**config.mk**
```make
export PLATFORM = sky130hd
export DESIGN_NAME = rf_wb_arbiter
export DESIGN_NICKNAME = d
export VERILOG_FILES = /design/src/rtl/rf_wb_arbiter_pkg.sv /design/src/rtl/rf_wb_arbiter_scoreboard.sv /design/src/rtl/rf_wb_arbiter.sv
export SDC_FILE = /design/constraint.sdc
export NUM_CORES = 1
export LEC_CHECK = 0
export CORE_MARGIN = 10
export CORE_UTILIZATION = 42
export CTS_CLUSTER_SIZE = 14
export DETAILED_ROUTE_END_ITERATION = 12
export PLACE_DENSITY_LB_ADDON = 0.2
export SLEW_MARGIN = 40
export SYNTH_ARGS = -nofsm -noshare
export SYNTH_HDL_FRONTEND = slang
export SYNTH_HIERARCHICAL = 1
export SYNTH_SLANG_ARGS = --single-unit
```
**constraint.sdc**
```tcl
create_clock -name clk -period 2 [get_ports clk]
set_input_delay 0.5 -clock clk [delete_from_list [all_inputs] [get_ports clk]]
set_output_delay 0.5 -clock clk [all_outputs]
set_load 0.01 [all_outputs]
```
**src/rtl/rf_wb_arbiter_pkg.sv**
```systemverilog
// Shared core constants and types for the register-file writeback path.
package rf_wb_arbiter_pkg;

  localparam int XLEN       = 32;
  localparam int REG_ADDR_W = 5;
  localparam int NUM_REGS   = 32;

  // Identifies the requester that last won the write port (0=A, 1=B).
  typedef enum logic {
    GRANT_A = 1'b0,
    GRANT_B = 1'b1
  } grant_e;

  typedef struct packed {
    logic [REG_ADDR_W-1:0] addr;
    logic [XLEN-1:0]       data;
  } wb_req_t;

  function automatic logic is_zero_reg(input logic [REG_ADDR_W-1:0] addr);
    return addr == '0;
  endfunction

endpackage

```
**src/rtl/rf_wb_arbiter_scoreboard.sv**
```systemverilog
// Pending-write bitmap: one bit per architectural register, set on issue and
// cleared on writeback. When both hit the same bit on one edge, the set wins.
module rf_scoreboard
  import rf_wb_arbiter_pkg::*;
(
  input  logic                  clk,
  input  logic                  rst,
  input  logic                  set_en,
  input  logic [REG_ADDR_W-1:0] set_addr,
  input  logic                  clr_en,
  input  logic [REG_ADDR_W-1:0] clr_addr,
  output logic [NUM_REGS-1:0]   pend
);

  logic [NUM_REGS-1:0] pend_q;
  logic [NUM_REGS-1:0] pend_next;

  always_comb begin
    pend_next = pend_q;
    if (clr_en) pend_next[clr_addr] = 1'b0;
    // Set is applied after the clear so a re-issue survives a same-edge writeback.
    if (set_en) pend_next[set_addr] = 1'b1;
    pend_next[0] = 1'b0;
  end

  always_ff @(posedge clk or posedge rst) begin
    if (rst) begin
      pend_q <= '0;
    end else begin
      pend_q <= pend_next;
    end
  end

  assign pend = pend_q;

endmodule

```
**src/rtl/rf_wb_arbiter.sv**
```systemverilog
// Round-robin arbiter between the ALU (A) and load unit (B) for the single
// register-file write port, with a registered write stage and pending bitmap.
module rf_wb_arbiter
  import rf_wb_arbiter_pkg::*;
(
  input  logic                  clk,
  input  logic                  rst,
  input  logic                  a_valid,
  input  logic [REG_ADDR_W-1:0] a_addr,
  input  logic [XLEN-1:0]       a_data,
  output logic                  a_ready,
  input  logic                  b_valid,
  input  logic [REG_ADDR_W-1:0] b_addr,
  input  logic [XLEN-1:0]       b_data,
  output logic                  b_ready,
  input  logic                  hold,
  input  logic                  issue_en,
  input  logic [REG_ADDR_W-1:0] issue_addr,
  output logic                  we3,
  output logic [REG_ADDR_W-1:0] wa3,
  output logic [XLEN-1:0]       wd3,
  output logic [NUM_REGS-1:0]   pend
);

  // Handshake: a transfer happens on a cycle where valid && ready. ready is a
  // combinational function of both valids, hold, rst and last_grant, and never
  // depends on addr/data. A requester may drop valid at any time without a
  // transfer; addr/data are only sampled on the transfer cycle.

  grant_e  last_grant;
  logic    a_xfer;
  logic    b_xfer;
  wb_req_t winner;
  logic    winner_we;

  always_comb begin
    a_ready = 1'b0;
    b_ready = 1'b0;
    if (!rst && !hold) begin
      // Contested cycles go to whoever did not win last time.
      a_ready = a_valid && (!b_valid || (last_grant == GRANT_B));
      b_ready = b_valid && (!a_valid || (last_grant == GRANT_A));
    end
  end

  assign a_xfer = a_valid && a_ready;
  assign b_xfer = b_valid && b_ready;

  always_comb begin
    winner = '{addr: b_addr, data: b_data};
    if (a_xfer) winner = '{addr: a_addr, data: a_data};
  end

  // x0 is hardwired zero: the transfer is accepted but never written.
  assign winner_we = (a_xfer || b_xfer) && !is_zero_reg(winner.addr);

  always_ff @(posedge clk or posedge rst) begin
    if (rst) begin
      last_grant <= GRANT_B;
      we3        <= 1'b0;
      wa3        <= '0;
      wd3        <= '0;
    end else begin
      we3 <= winner_we;
      if (a_xfer || b_xfer) begin
        last_grant <= a_xfer ? GRANT_A : GRANT_B;
        wa3        <= winner.addr;
        wd3        <= winner.data;
      end
    end
  end

  rf_scoreboard u_scoreboard (
    .clk      (clk),
    .rst      (rst),
    .set_en   (issue_en && !is_zero_reg(issue_addr)),
    .set_addr (issue_addr),
    .clr_en   (we3),
    .clr_addr (wa3),
    .pend     (pend)
  );

  ready_onehot_a: assert property (@(posedge clk) disable iff (rst) !(a_ready && b_ready));

endmodule

```
**Word level (Yosys, flattened, before mapping)**

Index checks and enable logic that the tools add are counted.

- Register bits: 70
- Latch bits: 0
- RAM bits: 0
- Memory bits (read-only): 0
- Input port bits: 85
- Output and inout bits: 72
- Logic and storage cells: 43
- Memories: 0

- $add $sub $neg: 0
- Multiply operators: 0
- Divide/modulo/power cells: 0
- Magnitude comparators: 4
- Equality and inequality tests: 0
- Shift-type cells: 0
- Multiplexer cells: 10
- Bitwise logic cells: 4
- Reductions and logical operators: 20

Operators by type and width:

| cell | count |
|---|---|
| 32-bit 2-to-1 mux | 2 |
| 37-bit 2-to-1 mux | 1 |
| 32-bit AND | 1 |
| 32-bit NOT | 1 |
| 32-bit bitwise OR | 1 |
| 5-bit by 6-bit less-than comparator with 1-bit output (second input constant) | 2 |
| 1-bit demux with 5-bit select | 2 |
| 5-bit by 1-bit greater-or-equal comparator with 1-bit output (second input constant) | 2 |
| 5-bit logical NOT | 2 |
| 1-bit logical AND | 9 |
| 1-bit logical NOT | 6 |
| 1-bit 2-to-1 mux | 5 |
| 1-bit logical OR | 3 |
| 1-bit NOT | 1 |

**Logic depth before layout (Yosys ltp)**

- Depth after elaboration: 9
- Mapped depth: 6
- Depth with buffers taken out: 4

**By module**

The synthesis kept the hierarchy.

Modules (own cells, without submodules):

| module | times used | cells each | area an instance (um^2) | seq. area each (um^2) |
|---|---|---|---|---|
| rf_wb_arbiter | 1 | 196 | 2213.4 | 977.2 |
| rf_scoreboard | 1 | 121 | 1282.5 | 775.7 |

**Worst setup path before layout**

Ideal clock, no wire load.

- Path kind: input-to-reg
- Start point: input issue_addr[0]
- End point: register u_scoreboard.pend_q[28], in the netlist u_scoreboard/pend[28]
- Setup time: 0.129 ns
- Arrival: 1.536 ns
- Data required time: 1.871 ns
- Setup slack: 0.335 ns
- Cell stages on the path: 4
- Buffers on the path: 0
- Path through: or4_1 -> o21a_1 -> or3b_1 -> o21ai_0

- Word-level cells in the longest chain between the ends: 6
- Elaborated cells on any way between the ends: 10
- Those cells by class: order compare: 2; mux: 3; bitwise: 1; reduce/logical: 4

RTL lines:

| what | line | text |
|---|---|---|
| start: declaration | rf_wb_arbiter.sv:18 | `input logic [REG_ADDR_W-1:0] issue_addr,` |
| 5-bit by 6-bit less-than comparator with 1-bit output (implied by the code) / 5-bit by 1-bit greater-or-equal comparator with 1-bit output (equally long branches) | rf_wb_arbiter_scoreboard.sv:22 | `if (set_en) pend_next[set_addr] = 1'b1;` |
| 1-bit logical AND (implied by the code) | rf_wb_arbiter_scoreboard.sv:22 |  |
| 1-bit 2-to-1 mux (implied by the code) | rf_wb_arbiter_scoreboard.sv:22 |  |
| 1-bit demux with 5-bit select | - |  |
| 32-bit bitwise OR (no source line) | - |  |
| 32-bit 2-to-1 mux * | rf_wb_arbiter_scoreboard.sv:22 |  |
| named net u_scoreboard.pend_next[28] | rf_wb_arbiter_scoreboard.sv:16 | `logic [NUM_REGS-1:0] pend_next;` |
| end signal: assignment | rf_wb_arbiter_scoreboard.sv:30 | `pend_q <= pend_next;` |
| end: declaration | rf_wb_arbiter_scoreboard.sv:15 | `logic [NUM_REGS-1:0] pend_q;` |

Mark *: on every way through the listed nets, which the timed path passes. The rest lies on a longest branch.
A chain may end at the register's enable or synchronous reset.

**Worst setup path after layout**

- Start point: input issue_addr[3]
- End point: register u_scoreboard.pend_q[12], in the netlist u_scoreboard/pend[12]

The elaborated chain is that of the path after synthesis.

==> results.md <==
- Sequential power share: 39.5%
- FMAX: 0.5087 GHz
- Gr ovfl total: 0
- Clk_lat worst skew: 0.33 ns
- CTS tree: done
- DP Wirelength: 9.396 mm
- First-iteration detailed-routing DRC count: 232
- First-pass GRT wire length: 19.74 mm
- Fillers: 647
- Top_reg_cell synth: dfrtp_1
- Gate power share: 36.7%
- Placer Congestion: 0.8948
- Vias per inst: 5.817
- Final setup TNS: 0 ns
- Max stage delay on crit path: 0.52 ns
- Req. time, crit path: 2.20 ns
- Fin crit period: 1.966 ns
- Area growth syn-to-layout: 58.52%
- H-tree depth: 3
- Layout cells sized above 1: 12.15%
- Synth Cell Area: 3496 um2
- CP top delay family: simple AND/OR/NAND/NOR gates
- Sequential area share after synthesis: 50.14%
- # setup viols final: 0
- Die area: 12370 um2
- Reg clk slew, reported paths: 0.08 ns
- Vias in the first global route: 3673
- IO Port Bufs: 155
- Number of routed nets with antenna violations: 0
- Total CTS buffers: 9
- CP Class: input port to flop
- Initial antenna violation count: 2
- Static leakage: 0.002120 uW
- Die X: 111.2 um
- # DRC: 0
- Crit-path cells: clkdlybuf4s50_1 -> or4_1 -> o21a_1 -> or3b_1 -> o21ai_0
- Int Pwr: 3585 uW
- Critical path buffer and inverter count: 1
- Routed WL: 12.36 mm
- FF+latch count, synth: 70
- Crit. End Element: flop
- Ports: 157
- Setup WS post-layout: 0.03438 ns
- RSZ-0062 raised after global routing: false
- Status: completed
- Psw: 1534 uW
- Switching Fraction: 29.97%
- Max-Cap Viols: 0
- Netlist cell types: 30
- Final hold vios: 0
- Mean Syn Cell Area: 11.03 um2
- DR WL/cell: 20.61 um
- Core Footprint: 8175 um2
- Crit-path max FO: 7
- Drt first pass iters: 4
- Yosys Warn Count: 6
- Largest net degree at the start of global routing: 39
- Post-Route Utilization: 67.78%
- Clk pwr share: 23.9%
- Sink Count: 70
- Post-synth EDFFs: 0
- Syn Inst Count: 317
- FP Rows: 33
- Post-CTS Hold Fix Bufs: 0
- Clock Skews: 0.006091 ns
- Initial Utilization: 42.76%
- Clk root buf: clkbuf_8
- CP Launch Type: input port
- R2R Setup Slk: 0.42 ns
- Mapped Nets: 402
- Pwr dens: 923.8 nW/um2
- Post-Place Worst Slack: -0.4092 ns
- Die height: 111.2 um
- Critical path arrival: 2.16 ns
- Max-slew violation count: 0
- Peak supply drop: 0.4256 mV
- Total number of vias: 3490
- Layout Nets: 575
- Longest Clk Path Bufs: 2
- Synth async-reset ratio: 100.0%
- Ratio of final minimum period to clock period: 98.28%
- Hold WC Path Type: input port to asynchronous set/reset pin
- CP max stage cell: or4_1
- Gr usage total: 19.21%
[state kept, by name, summed over array words and instances (netlist names)]
| signal | flops |
|---|---|
| u_scoreboard/pend | 31 |
| we3 | 1 |
| last_grant | 1 |
| wd3 | 32 |
| wa3 | 5 |
[stage by stage]
stage	hold WS (ns)	area [um2]	instances	total power, uW
CTS	0.4252	5538	599	5161
global placement	0.4793	5321	583	3887
global route	0.4540	5539	599	5401
floorplan	0.5085	3496	317	2719
finish	0.4314	5542	600	5119
detailed placement	0.4942	5321	583	3938
[synthesized netlist by cell type (all sizes together) (2+ instances only)]
master   n  area share [%]
a21oi    2            0.29
a221o   37              11
and4    37             9.3
buf     15             3.0
clkbuf  13             1.4
dfrtp   69              49
inv      3            0.32
nand2    2            0.21
nand3    5            0.72
nand3b  10             2.1
nor2     4            0.72
nor3b   37             7.9
o21ai   63             9.0
or3      2            0.36
or3b     7             1.9
or4      3            0.64
[worst reg2reg max path: stages, from the launching register on]
cell      delay, ns
dfstp_2        0.56
nand2b_4       0.13
nand3_1        0.10
buf_4          0.29
a221o_1        0.38
[placed cells by master, fill, tap and decap left out, drive strengths merged, types with 2 or more instances in the layout]
master / n
inv: 2
bufinv: 2
a221o: 37
clkbuf: 9
a21oi: 2
and4: 37
or3b: 7
nand3: 5
buf: 36
nand3b: 10
dfrtp: 69
nand2: 2
clkdlybuf4s50: 149
nor3b: 37
or3: 2
nor2: 4
clkinv: 2
dlygate4sd2: 4
clkinvlp: 3
or4: 3
o21ai: 63
[path summary, 6_finish.rpt]
| check | start | depth (start not counted) | endpoint |
|---|---|---|---|
| setup reg to reg | last_grant | 4 | wd3[7] |
| min in group clk | u_scoreboard/pend[19] | 2 | u_scoreboard/pend[19] |
| hold / removal | rst | 3 | wd3[3] |
| hold reg to reg | u_scoreboard/pend[19] | 2 | u_scoreboard/pend[19] |
| max in group asynchronous | rst | 4 | wd3[15] |
| setup / recovery | issue_addr[3] | 5 | u_scoreboard/pend[12] |
[area by class of cell]
cell class,count,area (um2),share of cell area (%)
repair buffers,190,1843,33.26
well taps,105,131.4,2.371
clock inverters,6,87.58,1.580
inverters,3,11.26,0.2032
clock buffers,9,123.9,2.235
multi-input cells,216,1589,28.67
flip-flops and latches,70,1753,31.63
diodes,1,2.502,0.04516
[cells by family after synthesis]
logic type	Yosys count	share of synthesized area [%]
AO/OA/AOI/OAI	106	20.76
buffers and inverters	31	4.724
flip-flops	70	50.14
other	1	0.1073
AND/OR/NAND/NOR	109	24.27
[power groups by stage]
stage	registers (uW)	clock network, uW	logic (uW)
floorplan	2200	0	520
global placement	2030	0	1850
detailed placement	2040	0	1890
CTS	2020	1250	1900
global route	2070	1310	2020
finish	2020	1220	1880
[timing repair]
action / CTS / global route
pin swaps: 1 / 0
endpoints found under the setup margin: 2 / 1
setup buffers: 1 / 0
resized for setup: 10 / 2
[metal layers]
metal | wire (um) | up-vias | global-route usage (%)
met2 | 6144 | 144 | 32.40
li1 | - | 1606 | -
met1 | 4982 | 1724 | 21.93
met5 | 0 | - | 0
met3 | 1060 | 16 | 7.089
met4 | 176 | 0 | 6.255
Note: power is estimated with default switching activity, not from simulation.
